## config.mk

```make
export PLATFORM = sky130hd
export DESIGN_NAME = trap_controller
export DESIGN_NICKNAME = d
export VERILOG_FILES = /design/src/rtl/trap_controller.sv
export SDC_FILE = /design/constraint.sdc
export NUM_CORES = 1
export LEC_CHECK = 0
export BUFFER_PORTS_ARGS = -buffer_cell sky130_fd_sc_hd__buf_2
export CORE_ASPECT_RATIO = 0.7
export CORE_MARGIN = 2
export CORE_UTILIZATION = 46
export DETAILED_ROUTE_END_ITERATION = 10
export PLACE_DENSITY = 0.8
export SETUP_SLACK_MARGIN = 0.5
export SKIP_CTS_REPAIR_TIMING = 1
export SLEW_MARGIN = 5
export SYNTH_ARGS = -nofsm -noshare
export SYNTH_HDL_FRONTEND = slang
export SYNTH_SLANG_ARGS = --single-unit
```

## constraint.sdc

```tcl
create_clock -name clk -period 4.5 [get_ports clk]
set_input_delay 1.125 -clock clk [delete_from_list [all_inputs] [get_ports clk]]
set_output_delay 1.125 -clock clk [all_outputs]
set_load 0.02 [all_outputs]
```

## src/rtl/trap_controller.sv

```systemverilog
// trap_controller: arbitrates ecall and NUM_IRQ interrupt lines, latches mcause/mepc/handler target, and issues trap entry and return pulses. Ports: clk, Rst (sync, active-high), irq_in/irq_en/ecall/trap_ret/mem_hold/pc_in/mtvec in; trapping, trigger_trap, trigger_trap_ret, trap_target, mcause, mepc, irq_ack out.
module trap_controller #(
  parameter int NUM_IRQ = 4,
  parameter int XLEN = 32,
  parameter logic [NUM_IRQ-1:0] EDGE_MASK = NUM_IRQ'(1),
  parameter int IRQ_BASE = 16,
  parameter int ECALL_CAUSE = 11
) (
  input  logic               clk,
  input  logic               Rst,
  input  logic [NUM_IRQ-1:0] irq_in,
  input  logic [NUM_IRQ-1:0] irq_en,
  input  logic               ecall,
  input  logic               trap_ret,
  input  logic               mem_hold,
  input  logic [XLEN-1:0]    pc_in,
  input  logic [XLEN-1:0]    mtvec,
  output logic               trapping,
  output logic               trigger_trap,
  output logic               trigger_trap_ret,
  output logic [XLEN-1:0]    trap_target,
  output logic [XLEN-1:0]    mcause,
  output logic [XLEN-1:0]    mepc,
  output logic [NUM_IRQ-1:0] irq_ack
);
  typedef enum logic [1:0] {IDLE, ENTER, HANDLER, RETURN} state_t;
  state_t state, state_nx;
  logic [NUM_IRQ-1:0] irq_q, pend_r, rise, pend, req, sel, clr;
  logic [4:0] idx;
  logic take, ret_take;
  logic [XLEN-2:0] code;
  logic [XLEN-1:0] base, target;
  assign rise = irq_in & ~irq_q;
  // Edge sources see a rising edge in the same cycle, so entry latency matches level sources.
  assign pend = (EDGE_MASK & (pend_r | rise)) | (~EDGE_MASK & irq_in);
  assign req = pend & irq_en;
  always_comb begin
    sel = '0;
    idx = '0;
    for (int i = NUM_IRQ - 1; i >= 0; i--) begin
      if (req[i]) begin
        sel = NUM_IRQ'(1) << i;
        idx = 5'(i);
      end
    end
  end
  assign take = state == IDLE && !mem_hold && (ecall || |req);
  assign ret_take = state == HANDLER && !mem_hold && trap_ret;
  assign clr = (take && !ecall) ? sel : '0;
  assign code = ecall ? (XLEN-1)'(ECALL_CAUSE) : (XLEN-1)'(IRQ_BASE) + (XLEN-1)'(idx);
  assign base = {mtvec[XLEN-1:2], 2'b00};
  assign target = base + ((mtvec[1:0] == 2'b01 && !ecall) ? {code[XLEN-3:0], 2'b00} : '0);
  always_comb begin
    state_nx = state;
    if (!mem_hold)
      state_nx = state == IDLE    ? (ecall || |req ? ENTER : IDLE) :
                 state == ENTER   ? HANDLER :
                 state == HANDLER ? (trap_ret ? RETURN : HANDLER) : IDLE;
  end
  always_ff @(posedge clk) begin
    if (Rst) begin
      state <= IDLE;
      irq_q <= '0;
      pend_r <= '0;
      trapping <= 1'b0;
      trigger_trap <= 1'b0;
      trigger_trap_ret <= 1'b0;
      trap_target <= '0;
      mcause <= '0;
      mepc <= '0;
      irq_ack <= '0;
    end else begin
      state <= state_nx;
      irq_q <= irq_in;
      pend_r <= EDGE_MASK & (pend_r | rise) & ~clr;
      trigger_trap <= take;
      trigger_trap_ret <= ret_take;
      irq_ack <= clr;
      if (take) begin
        trapping <= 1'b1;
        mepc <= pc_in;
        mcause <= {~ecall, code};
        trap_target <= target;
      end
      if (ret_take) trapping <= 1'b0;
    end
  end
endmodule

```

==> results by group, run 1 <==
Synth
  – Synth unique cells: 43
  – Synth area leaders: dfxtp_1 42%, nand2_1 8.7%, buf_4 6.2%, a21oi_1 6.1%, xor2_1 5.5%
  – Synth Instances: 436
  – Post-synthesis sequential area ratio: 0.4247
  – Register bit count reported by yosys: 77
  – Share of Yosys cell area claimed by the top area cell type: 0.4247
  – Post-Syn Area: 3630 µm²
  – EDFF count, synth: 0
  – Area leader, netlist: dfxtp_1
  – Mapped Avg Cell Area: 8.325 µm²
  – Asr flop ratio synth: 0
  – Synth warnings: 0
  – Prevailing post-synth register cell: dfxtp_1

Drt
  – Drt drc: 0
  – Drt wl/cell: 13.67 µm
  – Routed wire length: slightly above 9000 µm
  – Post-DRT Antenna Nets: 0
  – Vias per inst: around 5.0
  – Initial DRT Pass Iterations: 7
  – Iter 0 DRT Violations: 201
  – DR vias: between 3,000 and 4,000

Pwr
  – Power Density: 395.4 nW/µm²
  – Flop pwr share: 0.427
  – Peak supply drop: ~0.28 mV
  – P_leak: between 2 and 2.5 nW
  – Logic pwr share: 0.212
  – Internal power: between 1 and 1.5 mW
  – Net Sw Frac: 0.3003
  – Overall power: roughly 1.8 mW
  – Clock network power share: 0.361
  – Sw power: 542.8 µW

STA
  – Rel. slew slack: 0.4135
  – Post-route setup TNS: 0 ns
  – Clock skew: 0.009466 ns
  – Final setup fails: 0
  – Maximum clock rate: 276.3 MHz
  – Worst-Margin Slew: 0.8797 ns
  – Slew Limit Fails: 0
  – Min cycle time layout: 3.619 ns
  – Final-report hold violation count: 0
  – Tcrit/Tclk final: 0.8042
  – RSZ-0062 raised after global routing: no

CTS
  – Clk buf depth: 2
  – CTS tree: done
  – Total CTS buffers: 9
  – CTS H-tree depth: 3
  – Reg clk slew, reported paths: 0.06 ns
  – CTS root buffer: clkbuf_16
  – Sink Count: 77
  – Clk_lat worst skew: around 0.33 ns

GRT
  – Number of antenna violations at the first check in global routing: 0
  – First-pass GRT wire length: 14,530 µm
  – Gr ovfl total: 0
  – Overall Global Routing Usage: 0.2164
  – Pin count of the biggest net entering global routing: 50
  – Vias in the first global route: about 3,100

Floorplan
  – Overall die height: roughly 80 µm
  – Die footprint: roughly 8600 µm²
  – IO Pins: 180
  – Core ar.: 7770 µm²
  – Num rows: 27
  – Die span in x: 110.2 µm
  – Initial Utilization: 0.4671

Min path
  – Worst hold path class: flip-flop to flip-flop
  – Hold path depth: 2
  – Worst Hold Path EP: mepc[15]
  – Startpoint of the worst hold path: mepc[15]

Worst setup path
  – Critical path arrival: ~3.9 ns
  – Startpoint types: input pin
  – Worst EP required: 4.73 ns
  – Reg2Reg Launch Point: irq_q[0]
  – Worst reg2reg path depth: 11
  – Reg-to-Reg End: trap_target[26]
  – Critical Path End Type: flip-flop
  – Crit path max fanout: 5
  – R2R setup slack: 1.54 ns
  – Crit Path Class: input pin to flip-flop

Placement
  – RePlAce Congestion: 0.8756
  – Port Buffer Count: 150
  – Dpl hpwl: 6961 µm

Finish
  – Commonest non-fill, non-tap cell in the layout: buf_2
  – Final nets: 661
  – Final Util: 0.5884
  – Antenna cells: 0
  – Most frequent cells in the layout: 150 x buf_2, 84 x nand2_1, 77 x dfxtp_1, 44 x a21oi_1, 41 x nor2_1
  – Area growth syn-to-layout: 25.96%
  – Fraction of layout cells with a size suffix above 1: 0.3057

Outcome
  – Status: complete, no violations

Run
  – Max_cap viols: 0
==> registers in the layout, indices dropped and copies added, names as in the netlist <==
name              cells
irq_ack               4
mepc                 32
pend_r                1
trigger_trap_ret      1
state                 2
mcause                4
irq_q                 1
trigger_trap          1
trap_target          30
trapping              1
==> cell usage after synthesis (2+ instances only) <==
master / n
nand2_1: 84
buf_6: 2
nor2b_1: 4
a21oi_1: 44
dfxtp_1: 77
inv_1: 4
a311oi_1: 4
buf_4: 30
and3_1: 6
nand3_1: 11
a211oi_1: 25
nand4_1: 13
xnor2_1: 4
nand2b_1: 2
clkbuf_1: 10
ha_1: 7
o21ai_1: 2
nor4_1: 2
buf_2: 12
nor2_1: 42
xor2_1: 23
nor3_1: 5
and2_1: 3
==> metal layers <==
layer	routed length [µm]	track usage	share of wire
met2	4260	0.3491	0.46
met4	92	0.06000	0.0099
met1	4136	0.2816	0.44
met3	808	0.06395	0.087
met5	0	0	0
==> per-stage QoR <==
stage	instance area [µm²]	worst slack [ns]	hold slack, ns	std cells
floorplan	3739	1.022	0.4865	465
detailed placement	4302	0.3652	0.4452	666
global route	4572	0.6017	0.4614	680
global placement	4302	0.4778	0.4384	666
finish	4572	0.8811	0.4481	680
CTS	4568	0.7069	0.4528	680
==> worst max-delay path, stage by stage <==
cell and delay [ns]:
buf_2 0.11, nor2b_1 0.13, o21ai_1 0.25, nand2_1 0.15, a2111oi_0 0.39, buf_4 0.21
fa_1 0.25, nand4_1 0.16, a21oi_1 0.49, nand4_1 0.18, xor2_1 0.17, a211oi_1 0.24
==> power by group through the flow <==
stage          Combinational (mW)  Clock, mW  Sequential, mW
2_1_floorplan               0.202          0           0.854
3_3_place_gp                0.375          0           0.784
3_5_place_dp                0.383          0           0.786
4_1_cts                     0.384      0.670           0.772
5_1_grt                     0.422      0.700           0.779
6_report                    0.384      0.652           0.771
==> worst max path at each step <==
stage / start / to / slack [ns] / cells past startpoint
global route: irq_in[0] / trap_target[28] / 0.60 / 12
detailed placement: irq_in[0] / trap_target[23] / 0.37 / 12
global placement: irq_in[0] / trap_target[19] / 0.48 / 12
CTS: irq_in[0] / trap_target[23] / 0.71 / 12
finish: irq_in[0] / trap_target[26] / 0.88 / 12
floorplan: irq_in[0] / trap_target[28] / 1.02 / 10
==> cells by family (layout without fill, tap and decap cells) <==
| logic type | Yosys count | after routing | share of synthesized area |
|---|---|---|---|
| AND/OR/NAND/NOR | 182 | 182 | 0.2323 |
| AO/OA/AOI/OAI | 81 | 81 | 0.1413 |
| flip-flops | 77 | 77 | 0.4247 |
| buffers and inverters | 59 | 173 | 0.1031 |
| XOR/XNOR | 27 | 27 | 0.06515 |
| adder cells (fa/ha/maj) | 8 | 8 | 0.02964 |
| other | 1 | 30 | 0.001033 |
| multiplexers | 1 | 1 | 0.002758 |
==> final cells by class <==
type	instances	area [µm²]
Clock inverter	2	10.01
Timing Repair Buffer	155	788.3
Sequential cell	77	1541
Multi-Input combinational cell	329	1834
Clock buffer	12	256.5
Fill cell	717	3198
Inverter	4	15.01
Tap cell	101	126.4
Power figures use the tool's default switching activity.
==> run 2: changes to the inputs <==
Settings changed: ABC_AREA set to 1, CORE_UTILIZATION 46 to 48, PLACE_DENSITY 0.8 to 0.81.
Clock period 4.5 ns to 3.6 ns, I/O delays scaled along.
==> run 2 against run 1 <==
Net effect:
- count of clock-buffer cells in the layout decreased by 3
- largest power group is now clock
- hold slack improved by 0.025 ns
- flip-flop and latch count unchanged
- final cell count up 28%
- highest routed layer unchanged
- worst setup slack better by 0.0032 ns
- sequential power increased by 28%
- critical path type unchanged
- critical endpoint is now trap_target[10]
==> results by group, run 2 <==
Synth
  – Mapped Avg Cell Area: 6.691 µm²
  – Synth Instances: 619
  – Register bit count reported by yosys: 77
  – Synth unique cells: 31
  – Post-Syn Area: 4141 µm²
  – Asr flop ratio synth: 0
  – EDFF count, synth: 0
  – Area leader, netlist: dfxtp_1
  – Post-synthesis sequential area ratio: 0.3722
  – Synth area leaders: dfxtp_1 37%, nand2_1 14%, nor2_1 11%, o21ai_0 6.0%, buf_4 5.6%
  – Share of Yosys cell area claimed by the top area cell type: 0.3722
  – Prevailing post-synth register cell: dfxtp_1
  – Synth warnings: 0
  – Most common cell in the netlist: nand2_1
  – List of most frequent post-synthesis cells: 155 x nand2_1, 123 x nor2_1, 77 x dfxtp_1

STA
  – RSZ-0062 raised after global routing: no
  – Hold Slack: 0.4733 ns
  – Rel. slew slack: 0.4692
  – Final-report hold violation count: 0
  – Post-route setup TNS: 0 ns
  – Final setup fails: 0
  – Setup slack after layout: between 0.8 and 0.9 ns
  – Worst-Margin Slew: 0.7962 ns
  – Maximum clock rate: 368.2 MHz
  – Tcrit/Tclk final: 0.7544
  – Clock skew: 0.006798 ns
  – Slew Limit Fails: 0
  – Min cycle time layout: 2.716 ns

Finish
  – Final nets: 844
  – Largest regs: mepc (32), trap_target (30)
  – Most frequent cells in the layout: 155 x nand2_1, 150 x buf_2, 123 x nor2_1, 77 x dfxtp_1, 52 x inv_1
  – Area growth syn-to-layout: 23.26%
  – Antenna cells: 0
  – Largest register FFs: 32
  – Largest reg by FF count: mepc
  – Final Instance Area: 5105 µm²
  – Non-Filler Instances: 869
  – Commonest non-fill, non-tap cell in the layout: nand2_1
  – Final Util: 0.6071
  – Fraction of layout cells with a size suffix above 1: 0.2565

GRT
  – First-pass GRT wire length: 16,390 µm
  – Gr ovfl total: 0
  – Number of antenna violations at the first check in global routing: 0
  – Overall Global Routing Usage: 0.2231
  – Met2 usage: 0.3565
  – Vias in the first global route: 3,467
  – Pin count of the biggest net entering global routing: 68
  – Met1 Usage GRT: 0.3017
  – Grt peak-use layer: met2
  – M3 GR Usage: 0.06199

CTS
  – Sink Count: 77
  – Total CTS buffers: 9
  – Clk buf depth: 2
  – CTS root buffer: clkbuf_16
  – Clk_lat worst skew: about 0.34 ns
  – CTS tree: done
  – Reg clk slew, reported paths: 0.06 ns
  – CTS H-tree depth: 3

Floorplan
  – IO Pins: between 150 and 200
  – Overall die height: 81.72 µm
  – Die span in x: 115.0 µm
  – Num rows: 28
  – Die footprint: between 9000 and 10,000 µm²
  – Initial Utilization: 0.4926
  – Core ar.: 8408 µm²

Pwr
  – P_leak: 2.800 nW
  – Peak supply drop: 0.2898 mV
  – Overall power: 2.538 mW
  – Power Density: 497.2 nW/µm²

Run
  – Max_cap viols: 0

Drt
  – Initial DRT Pass Iterations: 5
  – Drt wl/cell: between 10 and 15 µm
  – DR vias: roughly 4,200
  – Drt drc: 0
  – Routed wire length: ~11,000 µm
  – Vias per inst: 4.806
  – Iter 0 DRT Violations: 319
  – Post-DRT Antenna Nets: 0

Worst setup path
  – Critical Path End Type: flip-flop
  – Crit path max fanout: 7
  – Startpoint types: input pin
  – Critical Path Source: irq_in[1]
  – Worst EP required: 3.83 ns
  – Crit Path Class: input pin to flip-flop
  – Reg2Reg Launch Point: irq_q[0]
  – Critical path arrival: 2.95 ns

Min path
  – Startpoint of the worst hold path: trap_target[11]
  – Worst hold path class: flip-flop to flip-flop

Placement
  – DP Cell Count: 853
  – RePlAce Congestion: 0.8919
  – Placed cell areas: 4775 µm²
  – Pre-CTS WS: about 0.56 ns
  – Port Buffer Count: 150
  – Dpl hpwl: 8037 µm

Outcome
  – Status: complete, no violations
run 2: cell type report:
cell class	count	area (µm²)
Clock buffer	9	225.2
Clock inverter	7	105.1
Fill cell	801	3303
Inverter	55	209.0
Multi-Input combinational cell	464	2127
Sequential cell	77	1541
Tap cell	105	131.4
Timing Repair Buffer	152	765.7
run 2: where the power goes:
group / switching (mW) / internal (mW)
logic: 0.373 / 0.180
clock network: 0.378 / 0.619
registers: 0.0478 / 0.940
run 2: layer usage:
metal  routed length [µm]  share of wire  vias up
met1                 5040           0.46     1843
met4                  125          0.011        0
met3                 1026          0.094       12
met2                 4720           0.43      174
li1                     -              -     2147
met5                    0              0        -
run 2: path summary, 6_finish.rpt:
check	end	slack, ns	cells past startpoint
setup / recovery	trap_target[10]	0.88	14
hold / removal	trap_target[11]	0.47	2
setup reg to reg	trap_target[10]	1.26	13
hold reg to reg	trap_target[11]	0.47	2
run 2: cell families (layout without fill, tap and decap cells):
family / Yosys count / count (layout) / synth area share
other: 1 / 30 / 0.0009055
xor gates and xnor gates: 9 / 9 / 0.01903
AOI/OAI and AO/OA: 66 / 66 / 0.08550
DFF: 77 / 77 / 0.3722
adders and majority gates: 8 / 8 / 0.02598
buffers and inverters: 107 / 223 / 0.1405
and+or+nand+nor: 351 / 351 / 0.3559
run 2: worst max-delay path: stages:
cell,delay (ns)
buf_2,0.09
nand2_1,0.11
inv_1,0.07
o21ai_0,0.23
nor2_1,0.07
ha_1,0.24
fa_1,0.44
nand3_1,0.10
nand2_1,0.11
nand2_1,0.09
nand2_1,0.15
xor2_1,0.19
nor2_1,0.11
nor2_1,0.05
